`config.mk`:
```
export PLATFORM = sky130hd
export DESIGN_NAME = jt10_adpcm_divn
export DESIGN_NICKNAME = d
export VERILOG_FILES = /design/src/rtl/jt10_adpcm_divn_pkg.sv /design/src/rtl/jt10_adpcm_divn_rr_arb.sv /design/src/rtl/jt10_adpcm_divn.sv
export SDC_FILE = /design/constraint.sdc
export NUM_CORES = 1
export LEC_CHECK = 0
export BUFFER_PORTS_ARGS = -buffer_cell sky130_fd_sc_hd__buf_2
export CAP_MARGIN = 20
export CORE_ASPECT_RATIO = 1.25
export CORE_UTILIZATION = 45
export DETAILED_ROUTE_END_ITERATION = 8
export HOLD_SLACK_MARGIN = 0.03
export PLACE_DENSITY = 0.68
export SLEW_MARGIN = 20
export SYNTH_ARGS = -nofsm -noshare
export SYNTH_HDL_FRONTEND = slang
export SYNTH_SLANG_ARGS = --single-unit
export TNS_END_PERCENT = 20
```
`constraint.sdc`:
```
create_clock -name clk -period 2.6 [get_ports clk]
set_clock_uncertainty 0.1 [all_clocks]
set_input_delay 0 -clock clk [delete_from_list [all_inputs] [get_ports clk]]
set_output_delay 0 -clock clk [all_outputs]
set_load 0.02 [all_outputs]
```
`src/rtl/jt10_adpcm_divn_pkg.sv`:
```
// Shared types for the multi-channel ADPCM divider: FSM state encoding and
// the channel-tag width helper.
package jt10_adpcm_divn_pkg;

  typedef enum logic [1:0] {
    ST_IDLE = 2'd0,
    ST_LOAD = 2'd1,
    ST_ITER = 2'd2,
    ST_DONE = 2'd3
  } div_st_e;

  // Channel tag width: at least one bit even for a single channel.
  function automatic int div_cw(input int n);
    return (n <= 1) ? 1 : $clog2(n);
  endfunction

endpackage

```
`src/rtl/jt10_adpcm_divn_rr_arb.sv`:
```
// Round-robin arbiter for the shared divider: picks the first requesting
// channel at or after the pointer, which moves past each accepted grant.
module jt10_div_rr_arb
  import jt10_adpcm_divn_pkg::*;
#(
  parameter int  CH = 4,
  localparam int CW = div_cw(CH)
) (
  input  logic          clk,
  input  logic          rst,
  input  logic          cen,
  input  logic [CH-1:0] req,
  input  logic          advance,
  output logic [CW-1:0] gnt,
  output logic          gnt_vld
);

  logic [CW-1:0]   ptr_q;
  logic [CW-1:0]   ptr_d;
  logic [2*CH-1:0] rot;
  logic            unused_rot_hi;
  int              off;
  int              idx;

  // Rotating a doubled copy puts the pointer channel at bit 0.
  assign rot           = {req, req} >> ptr_q;
  assign unused_rot_hi = ^rot[2*CH-1:CH];

  always_comb begin
    off     = 0;
    gnt_vld = 1'b0;
    for (int i = CH - 1; i >= 0; i--) begin
      if (rot[i]) begin
        off     = i;
        gnt_vld = 1'b1;
      end
    end
    idx = int'(ptr_q) + off;
    if (idx >= CH) idx = idx - CH;
    gnt   = CW'(idx);
    ptr_d = (idx == CH - 1) ? '0 : CW'(idx + 1);
  end

  always_ff @(posedge clk or posedge rst) begin
    if (rst) begin
      ptr_q <= '0;
    end else if (cen && advance && gnt_vld) begin
      ptr_q <= ptr_d;
    end
  end

endmodule

```
`src/rtl/jt10_adpcm_divn.sv`:
```
// Shared multi-channel restoring divider (d=a/b, a=b*d+r), one quotient bit per cen.
// Define JT10_DIV_SIGNED_EN to honour per-channel sgn; otherwise all channels are unsigned.
module jt10_adpcm_divn
  import jt10_adpcm_divn_pkg::*;
#(
  parameter int  DW = 16,
  parameter int  CH = 4,
  localparam int CW = div_cw(CH)
) (
  input  logic             clk,
  input  logic             rst,
  input  logic             cen,
  input  logic [CH-1:0]    start,
  input  logic [CH*DW-1:0] a,
  input  logic [CH*DW-1:0] b,
  input  logic [CH-1:0]    sgn,
  output logic [DW-1:0]    d,
  output logic [DW-1:0]    r,
  output logic             dz,
  output logic             done,
  output logic [CW-1:0]    done_ch,
  output logic [CH-1:0]    pend,
  output logic             working
);

  localparam int            NW     = $clog2(DW);
  localparam logic [DW-1:0] DZ_UNS = '1;
`ifdef JT10_DIV_SIGNED_EN
  localparam logic [DW-1:0] DZ_POS = {1'b0, {(DW-1){1'b1}}};
  localparam logic [DW-1:0] DZ_NEG = {1'b1, {(DW-1){1'b0}}};
`endif

  div_st_e       st_q;
  logic [CH-1:0] req_q;
  logic [CH-1:0] req_d;
  logic [CW-1:0] cur_q;
  logic [NW-1:0] cnt_q;
  logic [DW-1:0] d_q, r_q;
  logic          dz_q, done_q;
  logic [CW-1:0] ch_q;

  logic [DW-1:0] ha_q [CH];
  logic [DW-1:0] hb_q [CH];
  logic [DW-1:0] wq_q, wr_q, wb_q, wa_q;
  logic          zero_q;
  logic [DW-1:0] wq_d, wr_d;
  logic [DW-1:0] sel_a, sel_b, ld_a, ld_b;
  logic [DW-1:0] fin_d, fin_r;
  logic [DW+1:0] sub;
  logic          unused_sub_msb;

  logic [CW-1:0] gnt;
  logic          gnt_vld;
  logic          adv;

  assign adv = (st_q == ST_IDLE) || (st_q == ST_DONE);

  jt10_div_rr_arb #(.CH(CH)) u_arb (
    .clk     (clk),
    .rst     (rst),
    .cen     (cen),
    .req     (req_q),
    .advance (adv),
    .gnt     (gnt),
    .gnt_vld (gnt_vld)
  );

  // A grant consumes the request even if the same channel restarts on that edge:
  // LOAD then copies the freshly written holding regs, giving one result.
  always_comb begin
    req_d = req_q | start;
    if (adv && gnt_vld) req_d[gnt] = 1'b0;
  end

  always_comb begin
    pend = req_q;
    if (st_q != ST_IDLE) pend[cur_q] = 1'b1;
  end
  assign working = |pend;

  assign sel_a = ha_q[cur_q];
  assign sel_b = hb_q[cur_q];

`ifdef JT10_DIV_SIGNED_EN
  logic [CH-1:0] hs_q;
  logic          sel_s, neg_a, neg_b;
  logic          sg_q, qneg_q, rneg_q;

  assign sel_s = hs_q[cur_q];
  assign neg_a = sel_s & sel_a[DW-1];
  assign neg_b = sel_s & sel_b[DW-1];
  assign ld_a  = neg_a ? -sel_a : sel_a;
  assign ld_b  = neg_b ? -sel_b : sel_b;

  always_ff @(posedge clk) begin
    if (cen) begin
      for (int n = 0; n < CH; n++) begin
        if (start[n]) hs_q[n] <= sgn[n];
      end
      if (st_q == ST_LOAD) begin
        sg_q   <= sel_s;
        qneg_q <= neg_a ^ neg_b;
        rneg_q <= neg_a;
      end
    end
  end

  always_comb begin
    if (zero_q) begin
      fin_d = sg_q ? (wa_q[DW-1] ? DZ_NEG : DZ_POS) : DZ_UNS;
      fin_r = wa_q;
    end else begin
      fin_d = qneg_q ? -wq_q : wq_q;
      fin_r = rneg_q ? -wr_q : wr_q;
    end
  end
`else
  logic unused_sgn;
  assign unused_sgn = ^sgn;
  assign ld_a       = sel_a;
  assign ld_b       = sel_b;

  always_comb begin
    if (zero_q) begin
      fin_d = DZ_UNS;
      fin_r = wa_q;
    end else begin
      fin_d = wq_q;
      fin_r = wr_q;
    end
  end
`endif

  // Partial remainder is kept one bit wider so divisors above 2^(DW-1) still work.
  assign sub            = {1'b0, wr_q, wq_q[DW-1]} - {2'b00, wb_q};
  assign unused_sub_msb = sub[DW];

  always_comb begin
    if (!sub[DW+1]) begin
      wr_d = sub[DW-1:0];
      wq_d = {wq_q[DW-2:0], 1'b1};
    end else begin
      wr_d = {wr_q[DW-2:0], wq_q[DW-1]};
      wq_d = {wq_q[DW-2:0], 1'b0};
    end
  end

  always_ff @(posedge clk) begin
    if (cen) begin
      for (int n = 0; n < CH; n++) begin
        if (start[n]) begin
          ha_q[n] <= a[n*DW +: DW];
          hb_q[n] <= b[n*DW +: DW];
        end
      end
      if (st_q == ST_LOAD) begin
        wq_q   <= ld_a;
        wr_q   <= '0;
        wb_q   <= ld_b;
        wa_q   <= sel_a;
        zero_q <= (sel_b == '0);
      end else if (st_q == ST_ITER) begin
        wq_q <= wq_d;
        wr_q <= wr_d;
      end
    end
  end

  always_ff @(posedge clk or posedge rst) begin
    if (rst) begin
      st_q   <= ST_IDLE;
      req_q  <= '0;
      cur_q  <= '0;
      cnt_q  <= '0;
      d_q    <= '0;
      r_q    <= '0;
      dz_q   <= 1'b0;
      done_q <= 1'b0;
      ch_q   <= '0;
    end else if (cen) begin
      req_q  <= req_d;
      done_q <= 1'b0;
      case (st_q)
        ST_IDLE: begin
          if (gnt_vld) begin
            cur_q <= gnt;
            st_q  <= ST_LOAD;
          end
        end
        ST_LOAD: begin
          cnt_q <= NW'(DW - 1);
          st_q  <= ST_ITER;
        end
        ST_ITER: begin
          if (cnt_q == '0) st_q  <= ST_DONE;
          else             cnt_q <= cnt_q - 1'b1;
        end
        ST_DONE: begin
          done_q <= 1'b1;
          d_q    <= fin_d;
          r_q    <= fin_r;
          dz_q   <= zero_q;
          ch_q   <= cur_q;
          if (gnt_vld) begin
            cur_q <= gnt;
            st_q  <= ST_LOAD;
          end else begin
            st_q <= ST_IDLE;
          end
        end
        default: st_q <= ST_IDLE;
      endcase
    end
  end

  assign d       = d_q;
  assign r       = r_q;
  assign dz      = dz_q;
  assign done    = done_q;
  assign done_ch = ch_q;

endmodule

```
# Yosys cells after proc, flatten, opt, wreduce, memory -nomap -nowiden
# Memories as Yosys holds them, arrays and structs flattened.
# Cells that the tools add are included.
[op_classes]
addsub = 5
order_cmp = 5
eq_ne = 7
shift = 1
n_mux = 42
n_bitwise = 4
n_reduce_logical = 19
[ops]
columns = ["operator", "count"]
rows = [
  ["$mux W16", 6],
  ["$eq A32 B3 Y1 const B", 1],
  ["$ge A32 B4 Y1 const B", 1],
  ["$mux W32", 1],
  ["$sub A32 B4 Y32 const B", 1],
  ["$mux W1", 21],
  ["$sub A17 B16 Y18", 1],
  ["$logic_not A16 Y1", 1],
  ["$mux W2", 7],
  ["$mux W4", 3],
  ["$reduce_and A3 Y1", 3],
  ["$or A4 B4 Y4", 2],
  ["$pmux W2 S4", 1],
  ["$pmux W4 S2", 1],
  ["$shr A8 B2 Y4", 1],
  ["$lt A2 B3 Y1 const B", 2],
  ["$reduce_and A2 Y1", 3],
  ["$logic_and A1 B1 Y1", 5],
  ["$and A4 B4 Y4", 1],
  ["$demux W1 S2", 2],
  ["$eq A2 B2 Y1 const B", 2],
  ["$ge A2 B1 Y1 const B", 2],
  ["$logic_not A4 Y1", 1],
  ["$ne A2 B2 Y1 const B", 2],
  ["other kinds (11)", 12],
]
[word_totals]
regBits = 115
mem_bits_rw = 128
in_bits = 139
output_inout_bits = 41
wordCells = 100
memories = 2
[mem_list]
columns = ["name", "words", "width", "read_ports", "rd_clocked_by_memory_dff", "wr", "line_no", "rtl"]
rows = [
  ["ha_q", 4, 16, 1, 0, 4, "jt10_adpcm_divn.sv:42", "logic [DW-1:0] ha_q [CH];"],
  ["hb_q", 4, 16, 1, 0, 4, "jt10_adpcm_divn.sv:43", "logic [DW-1:0] hb_q [CH];"],
]

# Longest topological paths before layout
# Gate-level depths: netlist (run 1).
[depth]
word_depth = 15
depth_mapped = 11
mapped_depth_nobuf = 11

# By module
# From an unflattened synthesis (run 1), not the netlist that was laid out.
[hier_totals]
hier_cells = 728
area_unflattened_um2 = 10556.4
[by_module_without_submodules]
columns = ["mod", "n_inst", "cells_per_inst", "area_each_um2", "seq_area_each_um2"]
rows = [
  ["jt10_adpcm_divn", 1, 684, 10251.1, 6996.7],
  ["jt10_div_rr_arb", 1, 44, 305.3, 50.0],
]

# Least setup slack after synthesis (run 1)
# No wires, ideal clock.
[synth_timing]
path_kind = "reg2reg"
from = "register st_q[1]"
to = "register wa_q[0], enable pin"
setup_time_ps = 393
t_arrival_ps = 1929
t_required_ps = 2107
slack_ps = 178
path_stages_with_launch = 6
path_buffers = 2
synth_period_minus_slack_ps = 2422
cell_sequence = "dfrtp_1 -> inv_1 -> ha_1 -> buf_6 -> clkbuf_1 -> and2_1"
[synth_between]
elab_chain_cells = 2
[synth_lines]
columns = ["item", "line_no", "rtl"]
rows = [
  ["start: declaration", "jt10_adpcm_divn.sv:33", "div_st_e st_q;"],
  ["start signal: assignment", "jt10_adpcm_divn.sv:171", "st_q <= ST_IDLE;"],
  ["start signal: assignment", "jt10_adpcm_divn.sv:187", "st_q <= ST_LOAD;"],
  ["start signal: assignment", "jt10_adpcm_divn.sv:192", "st_q <= ST_ITER;"],
  ["$eq A2 B1 Y1", "jt10_adpcm_divn.sv:156", "if (st_q == ST_LOAD) begin"],
  ["$reduce_and A2 Y1 (no line)", "--", ""],
  ["end signal: assignment", "jt10_adpcm_divn.sv:160", "wa_q <= sel_a;"],
  ["end: declaration", "jt10_adpcm_divn.sv:44", "logic [DW-1:0] wq_q, wr_q, wb_q, wa_q;"],
]
# Every way passes these cells.
# A chain may end at the register's enable or synchronous reset.

# Worst setup path after layout (run 1)
[layout_timing]
from = "register wr_q[7]"
to = "register wq_q[0], data pin"
[layout_between]
elab_chain_cells = 4
[layout_lines]
columns = ["item", "line_no", "rtl"]
rows = [
  ["start: declaration", "jt10_adpcm_divn.sv:44", ""],
  ["start signal: assignment", "jt10_adpcm_divn.sv:164", "wr_q <= wr_d;"],
  ["$sub A17 B16 Y18", "jt10_adpcm_divn.sv:135", "assign sub = {1'b0, wr_q, wq_q[DW-1]} - {2'b00, wb_q};"],
  ["$mux W1", "jt10_adpcm_divn.sv:139", "if (!sub[DW+1]) begin"],
  ["$mux W16", "jt10_adpcm_divn.sv:162", "end else if (st_q == ST_ITER) begin"],
  ["$mux W16", "jt10_adpcm_divn.sv:156", ""],
  ["end signal: assignment", "jt10_adpcm_divn.sv:157", "wq_q <= ld_a;"],
  ["end signal: assignment", "jt10_adpcm_divn.sv:163", "wq_q <= wq_d;"],
  ["end: declaration", "jt10_adpcm_divn.sv:44", ""],
]
# Every way passes these cells. The select of a mux whose other input is x is not followed.

==> results of run 1 <==
metrics by stage:
step | cell area [um2] | setup TNS (ps) | total power [uW] | std cells | utilization
after floorplan | 10560 | 0 | 10360 | 714 | -
after CTS | 13930 | 0 | 15680 | 1351 | 0.6046
after global routing | 13960 | -52.04 | 16650 | 1352 | 0.6061
after global placement | 11890 | 0 | 12180 | 1176 | 0.5162
after detailed placement | 11890 | 0 | 12290 | 1176 | 0.5162
final | 13960 | 0 | 15760 | 1352 | 0.6061
critical path: stages, from the launching register on:
cell,delay (ps)
edfxtp_1,460
ha_1,420
a21oi_1,230
o21ai_1,240
o211ai_2,300
nand2_1,210
mux2_2,310
cells by family (layout without fill, tap and decap cells):
family                   Yosys count  in the layout  synth area share
multiplexers                      65             65            0.1015
adder cells (fa/ha/maj)           25             25           0.03032
buffers and inverters             69            418           0.03139
XOR/XNOR                           7              7          0.005804
other                              0              1                 0
AND/OR/NAND/NOR                  156            156           0.07059
AO/OA/AOI/OAI                    149            149           0.09334
flip-flops                       243            243            0.6671
per-layer routing:
metal  track usage  part of all wire  up-vias
li1              -                 -     3395
met1        0.2836              0.41     3634
met2        0.4162              0.52      262
met3       0.02790             0.047       52
met4       0.06991             0.024        0
met5             0                 0        -
registers in the layout (all words and copies together) (netlist names), 4 cells and up:
register,count
req_q,4
wb_q,16
hb_q,64
ha_q,64
d,16
wr_q,16
wq_q,16
cnt_q,4
r,16
wa_q,16
placed cells by master, fill, tap and decap left out, types with 8 or more instances in the layout:
master and count:
a21o_1 8, a21oi_1 23, buf_2 175, buf_4 35, clkbuf_1 8, clkbuf_16 25
dfrtp_1 48, dlygate4sd3_1 132, edfxtp_1 193, ha_1 24, inv_1 29, mux2_2 17
mux2i_1 16, mux4_2 32, nand2_1 75, nand2b_1 9, nand3_1 12, nor2_1 12
nor3_1 11, o21ai_0 49, o21ai_1 8
layout make-up:
type,count,area (um2),share of cell area
Sequential cell,243,7049,0.5048
Multi-Input combinational cell,402,3219,0.2306
Timing Repair Buffer,344,2500,0.1790
Clock buffer,34,669.4,0.04794
Tap cell,288,360.3,0.02581
Inverter,31,116.4,0.008333
Clock inverter,9,46.29,0.003315
Antenna cell,1,2.502,0.0001792
what timing repair did:
action | CTS | global route
hold endpoints to repair | 203 | 0
hold buffers | 132 | 0
endpoints found under the setup margin | 0 | 11
resized for setup | 0 | 9
path summary, 6_finish.rpt:
check	endpoint	slack (ps)	cells after the start
setup / recovery	wq_q[0]$_DFFE_PP_	80	6
hold / removal	d[9]$_DFFE_PP0P_	20	3
max in group asynchronous	r[15]$_DFFE_PP0P_	1740	4
min in group clk	ha_q[3][0]$_DFFE_PP_	80	2
setup reg to reg	wq_q[0]$_DFFE_PP_	80	6
hold reg to reg	d[9]$_DFFE_PP0P_	360	2
power groups by stage:
stage                     logic (uW)  registers [uW]  clock network [uW]
after global placement          6000            6180                   0
after detailed placement        6080            6210                   0
final                           6360            6130                3260
after global routing            6950            6240                3460
after CTS                       6260            6140                3290
after floorplan                 4130            6230                   0
==> run metrics, run 1 <==
Setup crit start kind=flip-flop; mapped cell area=~11000 um2; Net Switching=between 5000 and 6000 uW; Clock Tree Buf Depth=3; H-tree levels=1; fillcell total=1711; std cell rows=62; initial antenna violation count=1; initial drt markers=around 470; clock root buffer master=clkbuf_16; count leader, synth=edfxtp_1; WL per Instance=between 15 and 20 um; Post-Syn Instances=714; Die Height=roughly 170 um; RSZ-0062 raised after global routing=yes; Critical path origin=wr_q[7]$_SDFFCE_PN0P_; critical path class=flip-flop to flip-flop; Final Max Tran Viols=0; drt pass-1 iters=7; Initial Util=0.4585; grt ovf=0; Synth area leaders=edfxtp_1 (55%), dfrtp_1 (12%), mux4_2 (6.8%); clock share of power=0.207; number of global-route vias before repair=around 7800; final worst slack=roughly 83 ps; area leader, netlist=edfxtp_1; first-pass GRT wire length=around 42000 um; routability cong.=around 0.86; layout cell share with drive strength beyond 1=0.2982; minimum clock period=around 2500 ps; Yosys top cell area share=0.5486; setup slack at placement=roughly 63 ps; Crit path required time=between 2000 and 3000 ps; Skew-Pair Late Insertion Delay=around 530 ps; CTS sink count=243; die area=approximately 24000 um2; via count=7343; synth unique cells=68; fin crit share=0.9681; Yosys reg bits=243; Cell Pwr Density=~1100 nW/um2; Die W=139.0 um; slew margin rel.=0.5438; Total Routing Usage GR=0.2287; worst-margin pin slew=683.3 ps; number of synthesized flops with an enable pin=between 150 and 200; remaining antenna violation count=0; switching share of power=0.3638; Clock transition at path regs=about 60 ps; drt via density=~5.4; post-CTS setup buffer count=0; reg-to-reg startpoint=wr_q[7]$_SDFFCE_PN0P_; final net count=about 1200; ys flop type=edfxtp_1; Hold Slack=about 18 ps; Max IR drop VDD=0.0005933 V; I/O pin count=180; Buffers on Ports=~180; setup violators final=0; Avg Cell Area, Syn=14.80 um2; failing checks=DRC; sequential share of power=0.389; maxcap violations=0; CTS tree=yes; crit path DAT=roughly 2700 ps; Fin. Hold Viols=0; crit end category=flip-flop; Crit Path Max Fanout=7; internal power=approximately 10000 uW; Synth async-reset ratio=0.2058; status=finished with violations; # DRC=6; synthesis warning total=0; final WL=27030 um; syn nets=between 800 and 900; register area share after synthesis=0.6671; Synth top cells by count=edfxtp_1 (193), nand2_1 (76), dfrtp_1 (50); DPL Wire Length=between 15000 and 20000 um; largest net degree at the start of global routing=44; core area=~23000 um2; Comb power frac=0.404; Hold Path Class=primary input to async pin; Pleak=0.005590 uW; Num CTS Buffers=25; fmax=~400 MHz; Synth-to-Final Area Change=32.18%
(Power assumes the default switching activity.)
==> inputs of run 2 (changes only) <==
--- a/config.mk
+++ b/config.mk
@@ -9,6 +9,7 @@
 export CAP_MARGIN = 20
 export CORE_ASPECT_RATIO = 1.25
 export CORE_UTILIZATION = 45
+export CTS_BUF_LIST = sky130_fd_sc_hd__clkbuf_16
 export DETAILED_ROUTE_END_ITERATION = 8
 export HOLD_SLACK_MARGIN = 0.03
 export PLACE_DENSITY = 0.68
==> run 2 against run 1 <==
Effect of this change: routed wire length is essentially flat; fmax grew 0.30%; register-to-register slack is essentially flat; critical endpoint is now wr_q[15]$_SDFFCE_PN0P_; final cell count is the same; critical path type unchanged; combinational power is essentially flat; non-clock buffer count is the same; clock power shrank 2%; sequential power is essentially flat; highest routed layer unchanged; via count shrank 0.19%; sequential share of layout area is essentially flat; critical path depth grew 1; the run still ends with DRC left; count of clock-buffer cells in the layout shrank 9.
==> run metrics, run 2 (synthesis results as in run 1) <==
CP peak stage delay=430 ps (-30 ps); Buffers on Ports=175 (unchanged); setup violators final=0 (unchanged); clock root buffer master=clkbuf_16; Fin. Hold Viols=0 (unchanged); I/O pin count=180 (unchanged); CTS sink count=243 (unchanged); commonest cells after routing, fill and taps aside=edfxtp_1 (193), buf_2 (175), dlygate4sd3_1 (132), nand2_1 (75), o21ai_0 (49); layout cell share with drive strength beyond 1=0.2973 (-0.0009407); placed insts=1176 (unchanged); reg-to-reg startpoint=wr_q[3]$_SDFFCE_PN0P_; Initial Util=0.4585 (unchanged); std cell rows=62 (unchanged); Synth-to-Final Area Change=32.09% (about the same); die area=24100 um2 (unchanged); initial antenna violation count=1 (unchanged); Pleak=0.005617 uW (+0.49%); slew margin rel.=0.5433 (about the same); Critical path origin=wr_q[3]$_SDFFCE_PN0P_; Setup crit start kind=flip-flop; worst path cell trace=ha_1 > a21o_1 > a31oi_4 > a21boi_1 > a311o_1 > xor2_1 > a22o_1; critical path class=flip-flop to flip-flop; Crit Path Max Fanout=4 (-3); Cell Pwr Density=1125 nW/um2 (-0.33%); biggest regs=ha_q x64, hb_q x64; CTS tree=yes; Skew-Pair Late Insertion Delay=530 ps (about the same); crit end category=flip-flop; Die Height=173.3 um (unchanged); commonest non-fill, non-tap cell in the layout=edfxtp_1; first-pass GRT wire length=42320 um (about the same); post-CTS setup buffer count=0 (unchanged); drt pass-1 iters=9 (+2); Crit path required time=2770 ps (about the same); final WL=27020 um (about the same); Hold Slack=20.68 ps (+2.812 ps); routability cong.=0.8577 (unchanged); number of global-route vias before repair=7816 (-0.013%); setup TNS=0 ps (unchanged); largest net degree at the start of global routing=44 (unchanged); grt ovf=0 (unchanged); crit path DAT=2680 ps (about the same); DPL Wire Length=17220 um (unchanged); failing checks=DRC; WL per Instance=19.99 um (about the same); # DRC=6 (unchanged); Clock transition at path regs=60 ps (about the same); reg2reg setup slack=90 ps (about the same); fillcell total=1715 (+0.23%); Power, Total=15700 uW (-0.40%); Layout Cells excl Fill=1352 (unchanged); fmax=398.5 MHz (+0.30%); Clock Tree Buf Depth=3 (unchanged); initial drt markers=468 (-1.1%); drt via density=5.421 (-0.19%); Total Routing Usage GR=0.2287 (unchanged); fin crit share=0.9652 (-0.002906); Worst path slowest cell=edfxtp_1; minimum clock period=2510 ps (-7.556 ps); core area=23040 um2 (unchanged); H-tree levels=1 (unchanged); final net count=1211 (unchanged); worst-margin pin slew=684.1 ps (+0.7330 ps); maxcap violations=0 (unchanged); Max IR drop VDD=0.0006009 V (+1.3%); RSZ-0062 raised after global routing=yes; Hold Path Class=primary input to async pin; Num CTS Buffers=25 (unchanged); Die W=139.0 um (unchanged); status=finished with violations; via count=7329 (-0.19%); remaining antenna violation count=0 (unchanged); Final Max Tran Viols=0 (unchanged)
==> run 2: cell types whose count changed in the layout (fill, tap and decap cells not counted) <==
cell,change
clkinv_1,+1
clkbuf_8,-1
clkbuf_1,-8
inv_1,+8
==> run 2: routing by layer <==
layer,track usage,up-vias,wire (um)
met5,0,-,0
li1,-,3396,-
met3,0.02790,51,1386
met2,0.4162,278,14140
met1,0.2836,3604,10860
met4,0.06991,0,638
==> run 2: final cells by class <==
| type | count | area [um2] | area share |
|---|---|---|---|
| Antenna cell | 1 | 2.502 | 0.0001793 |
| Clock buffer | 25 | 625.6 | 0.04483 |
| Clock inverter | 18 | 80.08 | 0.005739 |
| Inverter | 31 | 116.4 | 0.008339 |
| Multi-Input combinational cell | 402 | 3219 | 0.2307 |
| Sequential cell | 243 | 7049 | 0.5052 |
| Tap cell | 288 | 360.3 | 0.02582 |
| Timing Repair Buffer | 344 | 2500 | 0.1792 |
==> run 2: what timing repair did <==
| item | 4_1_cts | 5_1_grt |
|---|---|---|
| hold buffers | 132 | 0 |
| hold endpoints to repair | 203 | 0 |
| gates resized for setup | 0 | 9 |
| endpoints found under the setup margin | 0 | 11 |
==> run 2: where the power goes <==
part | leakage, uW | total (uW) | switching, uW | internal [uW]
Clock | 0.000375 | 3200 | 1460 | 1730
Combinational | 0.00284 | 6360 | 3610 | 2750
Sequential | 0.00240 | 6140 | 657 | 5480
==> run 2: through the flow <==
step	area [um2]	worst slack, ps	utilization
after floorplan	10560	178.1	-
after global placement	11890	81.67	0.5162
after detailed placement	11890	62.68	0.5162
after CTS	13920	39.73	0.6042
after global routing	13950	-19.96	0.6056
final	13950	90.41	0.6056
==> run 2: worst paths after layout <==
| path | to | depth (start not counted) |
|---|---|---|
| worst max-delay path | wr_q[15]$_SDFFCE_PN0P_ | 7 |
| worst min-delay path | d[9]$_DFFE_PP0P_ | 3 |
| worst max register to register | wr_q[15]$_SDFFCE_PN0P_ | 7 |
| worst min register to register | d[9]$_DFFE_PP0P_ | 2 |
| max in group asynchronous | r[15]$_DFFE_PP0P_ | 4 |
| min in group clk | ha_q[2][7]$_DFFE_PP_ | 2 |
==> run 2: worst max-delay path, delay by kind of cell (launching register included) <==
family                   cells  cell delay [ps]
AO/OA/AOI/OAI                5             1190
flip-flops                   1              430
adder cells (fa/ha/maj)      1              380
XOR/XNOR                     1              150
